===== src/rtl/gated_edge_counter.sv =====
`timescale 1ns/1ps
// Counts rising edges of two asynchronous pulse trains over a fixed gate window of core cycles.
// At each window close, the block latches both counts and their saturation flags and pulses valid.
module gated_edge_counter #(
    parameter int unsigned CW   = 7,
    parameter int unsigned GATE = 200
) (
    input  logic          clk,
    input  logic          reset,
    input  logic          en,
    input  logic          clkA,
    input  logic          clkB,
    output logic [CW-1:0] A_val,
    output logic [CW-1:0] B_val,
    output logic          valid,
    output logic          ovfA,
    output logic          ovfB
);

    localparam int unsigned GW     = (GATE > 1) ? $clog2(GATE) : 1;
    localparam logic [GW-1:0] G_LAST = GW'(GATE - 1);
    localparam logic [CW-1:0] C_MAX  = {CW{1'b1}};

    logic          a_s1, a_s2, a_s3;
    logic          b_s1, b_s2, b_s3;
    logic [GW-1:0] g;
    logic [CW-1:0] ca, cb;
    logic          sat_a, sat_b;

    logic          edge_a_c, edge_b_c;
    logic          full_a_c, full_b_c;
    logic          close_c;
    logic [CW-1:0] ca_next_c, cb_next_c;

    // Edge detection, saturating increment and window-close decode
    always_comb begin
        edge_a_c  = a_s2 & ~a_s3;
        edge_b_c  = b_s2 & ~b_s3;
        full_a_c  = edge_a_c & (ca == C_MAX);
        full_b_c  = edge_b_c & (cb == C_MAX);
        ca_next_c = ca;
        cb_next_c = cb;
        if (edge_a_c && !full_a_c) begin
            ca_next_c = ca + CW'(1);
        end
        if (edge_b_c && !full_b_c) begin
            cb_next_c = cb + CW'(1);
        end
        close_c = en & (g == G_LAST);
    end

    always_ff @(posedge clk) begin
        if (!reset) begin
            a_s1  <= 1'b0;
            a_s2  <= 1'b0;
            a_s3  <= 1'b0;
            b_s1  <= 1'b0;
            b_s2  <= 1'b0;
            b_s3  <= 1'b0;
            g     <= '0;
            ca    <= '0;
            cb    <= '0;
            sat_a <= 1'b0;
            sat_b <= 1'b0;
            A_val <= '0;
            B_val <= '0;
            ovfA  <= 1'b0;
            ovfB  <= 1'b0;
            valid <= 1'b0;
        end else begin
            a_s1  <= clkA;
            a_s2  <= a_s1;
            a_s3  <= a_s2;
            b_s1  <= clkB;
            b_s2  <= b_s1;
            b_s3  <= b_s2;
            valid <= 1'b0;
            if (en) begin
                if (close_c) begin
                    // An edge seen in the closing cycle still belongs to the closing window
                    g     <= '0;
                    A_val <= ca_next_c;
                    B_val <= cb_next_c;
                    ovfA  <= sat_a | full_a_c;
                    ovfB  <= sat_b | full_b_c;
                    ca    <= '0;
                    cb    <= '0;
                    sat_a <= 1'b0;
                    sat_b <= 1'b0;
                    valid <= 1'b1;
                end else begin
                    g     <= g + GW'(1);
                    ca    <= ca_next_c;
                    cb    <= cb_next_c;
                    sat_a <= sat_a | full_a_c;
                    sat_b <= sat_b | full_b_c;
                end
            end
        end
    end

endmodule


===== config.mk =====
export PLATFORM = sky130hd
export DESIGN_NAME = gated_edge_counter
export DESIGN_NICKNAME = d
export VERILOG_FILES = /design/src/rtl/gated_edge_counter.sv
export SDC_FILE = /design/constraint.sdc
export NUM_CORES = 1
export LEC_CHECK = 0
export CELL_PAD_IN_SITES_DETAIL_PLACEMENT = 0
export CELL_PAD_IN_SITES_GLOBAL_PLACEMENT = 1
export CORE_MARGIN = 2
export CORE_UTILIZATION = 42
export CTS_CLUSTER_SIZE = 8
export DETAILED_ROUTE_END_ITERATION = 12
export PLACE_DENSITY = 0.76
export SLEW_MARGIN = 15
export SYNTH_ARGS = -nofsm -noshare
export SYNTH_HDL_FRONTEND = slang
export SYNTH_SLANG_ARGS = --single-unit

===== constraint.sdc =====
create_clock -name clk -period 2.3 [get_ports clk]
set_input_delay 0.46 -clock clk [delete_from_list [all_inputs] [get_ports clk]]
set_output_delay 0.46 -clock clk [all_outputs]
set_load 0.1 [all_outputs]

# Word-level counts from Yosys, hierarchy flattened
# Index checks and enable logic that the tools add are counted.
[totals]
ff_bits = 47
output_inout_bits = 17
[op_classes]
addsub = 3
eq_ne = 3
n_mux = 8
bitwise = 9
reduce_logical = 6
[ops]
columns = ["op", "n"]
rows = [
  ["7-bit two-way mux", 4],
  ["7-bit by 1-bit adder with 7-bit output (second input constant)", 2],
  ["7-bit equality test (second input constant)", 2],
  ["8-bit by 1-bit adder with 8-bit output (second input constant)", 1],
  ["8-bit equality test (second input constant)", 1],
  ["8-bit two-way mux", 1],
  ["1-bit AND", 5],
  ["2-bit AND reduction", 2],
  ["1-bit two-way mux", 3],
  ["1-bit logical AND", 2],
  ["1-bit zero test", 2],
  ["1-bit inverter", 2],
  ["1-bit bitwise OR", 2],
]

# Logic depth before layout (Yosys ltp)
[depth]
word_depth = 7
mapped_depth = 7
ltp_nobuf = 5

# Worst setup path after synthesis
# No wires, ideal clock.
[synth_timing]
kind = "register -> register"
start = "register g[0]"
end = "register ca[3]"
setup_ns = 0.071
arrival_ns = 1.638
t_required_ns = 2.229
slack_ns = 0.591
path_stages_with_launch = 7
synth_period_minus_slack_ns = 1.709
path_cell_list = "dfxtp_1 ha_1 and4bb_1 and4_4 buf_6 or4b_1 a21oi_1"
[synth_via]
elab_chain_cells = 3
[synth_rtl]
columns = ["element", "line_no", "text"]
rows = [
  ["start, declared", "26", "logic [GW-1:0] g;"],
  ["start signal, assigned", "92", "g <= g + GW'(1);"],
  ["8-bit equality test", "49", "close_c = en & (g == G_LAST);"],
  ["1-bit AND", "49", ""],
  ["7-bit two-way mux", "79", "if (close_c) begin"],
  ["end signal, assigned", "93", "ca <= ca_next_c;"],
  ["end, declared", "27", "logic [CW-1:0] ca, cb;"],
]
# Every way passes these cells.
# A chain may end at the register's enable or synchronous reset.

# Final worst setup path
# Same ends and word-level chain as after synthesis.

==> results_dict.tcl <==
set metrics [dict create \
    syn_avg_cell_area_um2 8.847 \
    async_flop_share_pct 0 \
    dp_hpwl_um 3144 \
    wl_per_cell_um 13.95 \
    die_h_um 75.10 \
    cts_tree "built" \
    grt_max_degree 27 \
    yosys_warnings 0 \
    fin_setup_tns_ns 0 \
    leakage_nw 0.9519 \
    cts_root_buffer "clkbuf_8" \
    ys_seq_area_share_pct 44.31 \
    nNetsFinal 270 \
    synth_top_area_share_pct 44.31 \
    fin_crit_ns 1.843 \
    drc_errors 0 \
    ff2ff_setup_slack_ns 0.46 \
    clk_pin_slew_ns 0.09 \
    syn_inst 240 \
    synth_edf_count 0 \
    gr-total-overflow 0 \
    antenna_found_initial 0 \
    n_antenna_cell 0 \
    start_util_pct 44.37 \
    finalSetupViolations 0 \
    fin_cells 330 \
    status "completed" \
    cts_setup_buffers 0 \
    rows 25 \
    synth_seq_cells 47 \
    synthFlopType "dfxtp_1" \
    core_um2 4786 \
    die_x_um 75.10 \
    critPathLaunch "g[0]" \
    yosys.area.top_type "dfxtp_1" \
    rr_startpoint "g[0]" \
    maxSlewHeadroom_pct 66.66 \
    critPathLaunchType "register" \
    cts.sinks 47 \
    yosys.cell_types.count 45 \
    critPathArrivalTime_ns 2.08 \
    postRouteAntennaNets 0 \
    dieArea_um2 5640 \
    path_max_fanout 26 \
    critPathRequiredTime_ns 2.53 \
    holdWs_ns 0.4417 \
    path_class "reg2reg" \
    fillCellCount 453 \
    cap_violations 0 \
    grt_pass1_vias 1568 \
    cts_resized 0 \
    port_buffers 21 \
    worstSkewPairLatency_ns 0.30 \
    drive_above_1_share_pct 14.45 \
    num_io_pins 22 \
    ctsLongestPathBuffers 2 \
    syn-cell-area_um2 2123 \
    tightest_slew_ns 0.4948 \
    timing.fmax_ghz 0.5426 \
    cts_inserted_buffers 5 \
    design_area_um2 2487 \
    area_growth_pct 17.15 \
    hp-start "b_s1" \
    grt_first_pass_wirelength_um 7659 \
    wl_um 4604 \
    p_per_area_nw_per_um2 612.7 \
    syn_nets 248 \
    grtUsageTotal_pct 18.13 \
    drt_iter0_markers 112 \
    reg2regPathDepth 5 \
    hold_viol 0 \
    placedCellCount 322 \
    place_area_um2 2370 \
    cts_hold_buffers 0 \
    vias 1770 \
    ir_drop_uv 420.8 \
    cts_max_level 2 \
    end_kind "register" \
    worstHoldPathType "reg2reg" \
    rsz0062_at_grt "no" \
    drt_pass1_iterations 4 \
    place_congestion 0.8235 \
    min_period_over_period_pct 80.13 \
    finalMaxSlewViolations 0 \
    timing.rr.end "ca[3]" \
    crit_path_end "ca[3]" \
    synthTopCellsByArea "dfxtp_1, nor2_1, nand2_1" \
    hold_path_depth 1 \
    fin_skew_ns 0.007805 \
    viasPerCell 5.364 \
]
[cell usage in the layout, fill, tap and decap left out, drive strengths merged, types with 2 or more instances in the layout]
| master | instances |
|---|---|
| a211oi | 8 |
| a21boi | 2 |
| a21oi | 11 |
| a22o | 2 |
| a31o | 2 |
| a31oi | 9 |
| and2 | 6 |
| and3 | 6 |
| buf | 25 |
| clkbuf | 6 |
| clkdlybuf4s50 | 4 |
| clkinv | 2 |
| dfxtp | 47 |
| ha | 3 |
| inv | 3 |
| mux2 | 2 |
| mux2i | 3 |
| nand2 | 19 |
| nand2b | 5 |
| nand3 | 5 |
| nand4 | 6 |
| nor2 | 24 |
| nor2b | 9 |
| nor3 | 6 |
| o211ai | 4 |
| o21ai | 7 |
| o22ai | 5 |
| or3b | 2 |
| or4b | 3 |
| xnor2 | 4 |
| xor2 | 8 |
[state kept, by name, indices dropped and copies added, names as in the netlist]
name	count
ovfB	1
a_s1	1
A_val	7
valid	1
g	8
sat_a	1
b_s3	1
b_s1	1
a_s3	1
a_s2	1
cb	7
sat_b	1
B_val	7
ca	7
ovfA	1
b_s2	1
[layer usage]
layer  global-route usage (%)  part of all wire (%)  up-vias
met5                        0                     0        -
met4                    6.151                   1.2        0
met3                    4.150                   3.2        6
met2                    29.04                    47       26
met1                    24.11                    49      830
li1                         -                     -      908
[worst min-delay path by stage]
stage                      end  slack, ns
after floorplan           a_s2       0.41
after global placement    a_s2       0.42
after detailed placement  a_s2       0.42
after CTS                 b_s2       0.45
after global routing      b_s2       0.45
final                     b_s2       0.44
[report_power, final]
part,internal (mW),switching [mW],total (mW)
logic,0.0285,0.0392,0.0676
clock network,0.352,0.277,0.629
registers,0.821,0.00587,0.827
total,1.20,0.322,1.52
[synth_stat cells, types with 2 or more instances]
cell type,count
xor2_1,8
or3b_1,2
a31oi_1,9
inv_1,3
o211ai_1,4
a31o_2,2
nand2b_1,5
a22o_1,2
nor2b_1,9
clkbuf_1,9
and3_1,6
a211oi_1,8
o21ai_0,7
nor2_1,24
buf_2,4
a21boi_0,2
dfxtp_1,47
o22ai_1,5
mux2i_1,3
mux2_2,2
nand3_1,5
nand4_1,6
or4b_1,3
nand2_1,19
and2_1,6
a21oi_1,11
ha_1,3
xnor2_1,4
nor3_1,6
[critical path, stage by stage, from the launching register on]
cell      delay, ns
dfxtp_1        0.34
ha_1           0.26
and4bb_1       0.22
and4_4         0.29
or4b_1         0.52
a21oi_1        0.14
[logic make-up after synthesis]
kind of cell,share of synthesized area [%]
flops,44.31
simple gates,25.63
mux,2.475
xor+xnor,4.950
buf+inv,3.771
compound gates,17.09
fa+ha+maj,1.768
[metrics by stage]
stage	util (%)	setup slack, ns	power [mW]
2_1_floorplan	-	0.5912	0.8876
5_1_grt	51.97	0.2046	1.579
3_3_place_gp	49.52	0.2416	0.9144
6_report	51.97	0.4571	1.524
4_1_cts	51.97	0.4469	1.539
3_5_place_dp	49.52	0.2124	0.9146
[area by class of cell]
type                    instances  area [um^2]  share of cell area, %
multi-input cells             175         1102                  44.32
flip-flops and latches         47        940.9                  37.83
repair buffers                 29        227.7                  9.155
well taps                      67        83.83                  3.370
clock buffers                   6        82.58                  3.320
clock inverters                 2        35.03                  1.408
inverters                       4        15.01                 0.6036
(Power assumes the default switching activity.)
==> RTL edit (same flow settings) <==
`CW`: 7 -> 6.
--- a/src/rtl/gated_edge_counter.sv
+++ b/src/rtl/gated_edge_counter.sv
@@ -2,7 +2,7 @@
 // Counts rising edges of two asynchronous pulse trains over a fixed gate window of core cycles.
 // At each window close, the block latches both counts and their saturation flags and pulses valid.
 module gated_edge_counter #(
-    parameter int unsigned CW   = 7,
+    parameter int unsigned CW   = 6,
     parameter int unsigned GATE = 200
 ) (
     input  logic          clk,
Ports: changed (resized A_val and B_val); port bits go from 22 to 20. No check against the original RTL was run, so the function may have changed too.
==> RTL edit against the unedited design <==
Highest routed layer unchanged. Synthesized area down 7.6%. Sequential cell count decreased by 4. Via count shrank 3.2%. Non-clock buffer count decreased by 1. Critical path type unchanged. Wire length shrank 5.5%. Die area shrank 7.2%. Critical path depth unchanged. Total power down 7.6%. Largest power group unchanged. Final area down 7.8%. Worst setup slack gained 0.040 ns.
==> RTL edit: results (changes against the unedited design) <==
status -> finished clean
Crit path arrival time -> 2.02 ns (-0.06 ns)
Clock Skew -> 0.00905 ns (+0.00124 ns)
DR iter-0 viols -> 88 (-21%)
global placer's final weighted congestion -> 0.791 (-4.0%)
Relative slew margins -> 60.0% (-6.7 points)
top cells by area in the synthesized netlist -> dfxtp_1 44%, nand2_1 4.8%, a21oi_1 4.3%
Critical Path End -> cb[3]
synthesized-area fraction occupied by adder cells -> 1.91% (+0.15 points)
Critical R2R Capture -> cb[3]
post-synthesis net count -> 239 (-3.6%)
dpl cells -> 298 (-7.5%)
non-filler instance count after layout -> 306 (-7.3%)
share of layout cells above drive strength 1 -> 14.2% (-0.28 points)
port buffer count -> 19 (-9.5%)
nets -> 261 (-3.3%)
leakage -> 0.000843 uW (-11%)
HP Start -> a_s1
Via density -> 5.60 (+4.4%)
WL met3 -> 171 um (+16%)
number of global-route vias before repair -> 1552 (-1.0%)
fin util -> 52.0% (about the same)
peak supply drop -> 316 uV (-25%)
Synth Area in Compound Gates -> 15.2% (-1.9 points)
sequential-to-total area share from yosys stat -> 43.9% (-0.44 points)
most frequent cells after synthesis -> 43 x dfxtp_1, 25 x nand2_1, 20 x nor2_1
Met2 Routed Length -> 1.96 mm (-9.6%)
Post-Synth XOR/XNOR Area -> 3.57% (-1.4 points)
RTL edit: changes by cell type after synthesis, sizes merged, moves of 5 or more:
cell    change
a211oi      -5
a21oi       +6
nand2       +6
nand3       +6
nor2b       -5
nor3        +5
or3         +5
RTL edit: routing by layer:
layer | track usage [%] | vias up
li1 | - | 872
met1 | 24.3 | 807
met2 | 28.3 | 30
met3 | 3.75 | 5
met4 | 5.66 | 0
met5 | 0 | -
RTL edit: power by group:
part / leakage (uW) / switching [uW] / internal [uW]
registers: 0.000348 / 6.92 / 752
clock network: 0.0000581 / 263 / 323
logic: 0.000437 / 35.4 / 26.7
total: 0.000843 / 306 / 1100
RTL edit: area by class of cell:
class                      instances  area share (%)
tap                               52            2.84
clock buffer                       5            3.00
inverter                           4           0.655
multi-input combinational        171            44.5
sequential                        43            37.5
timing repair buffer              28            9.60
clock inverter                     3            1.91
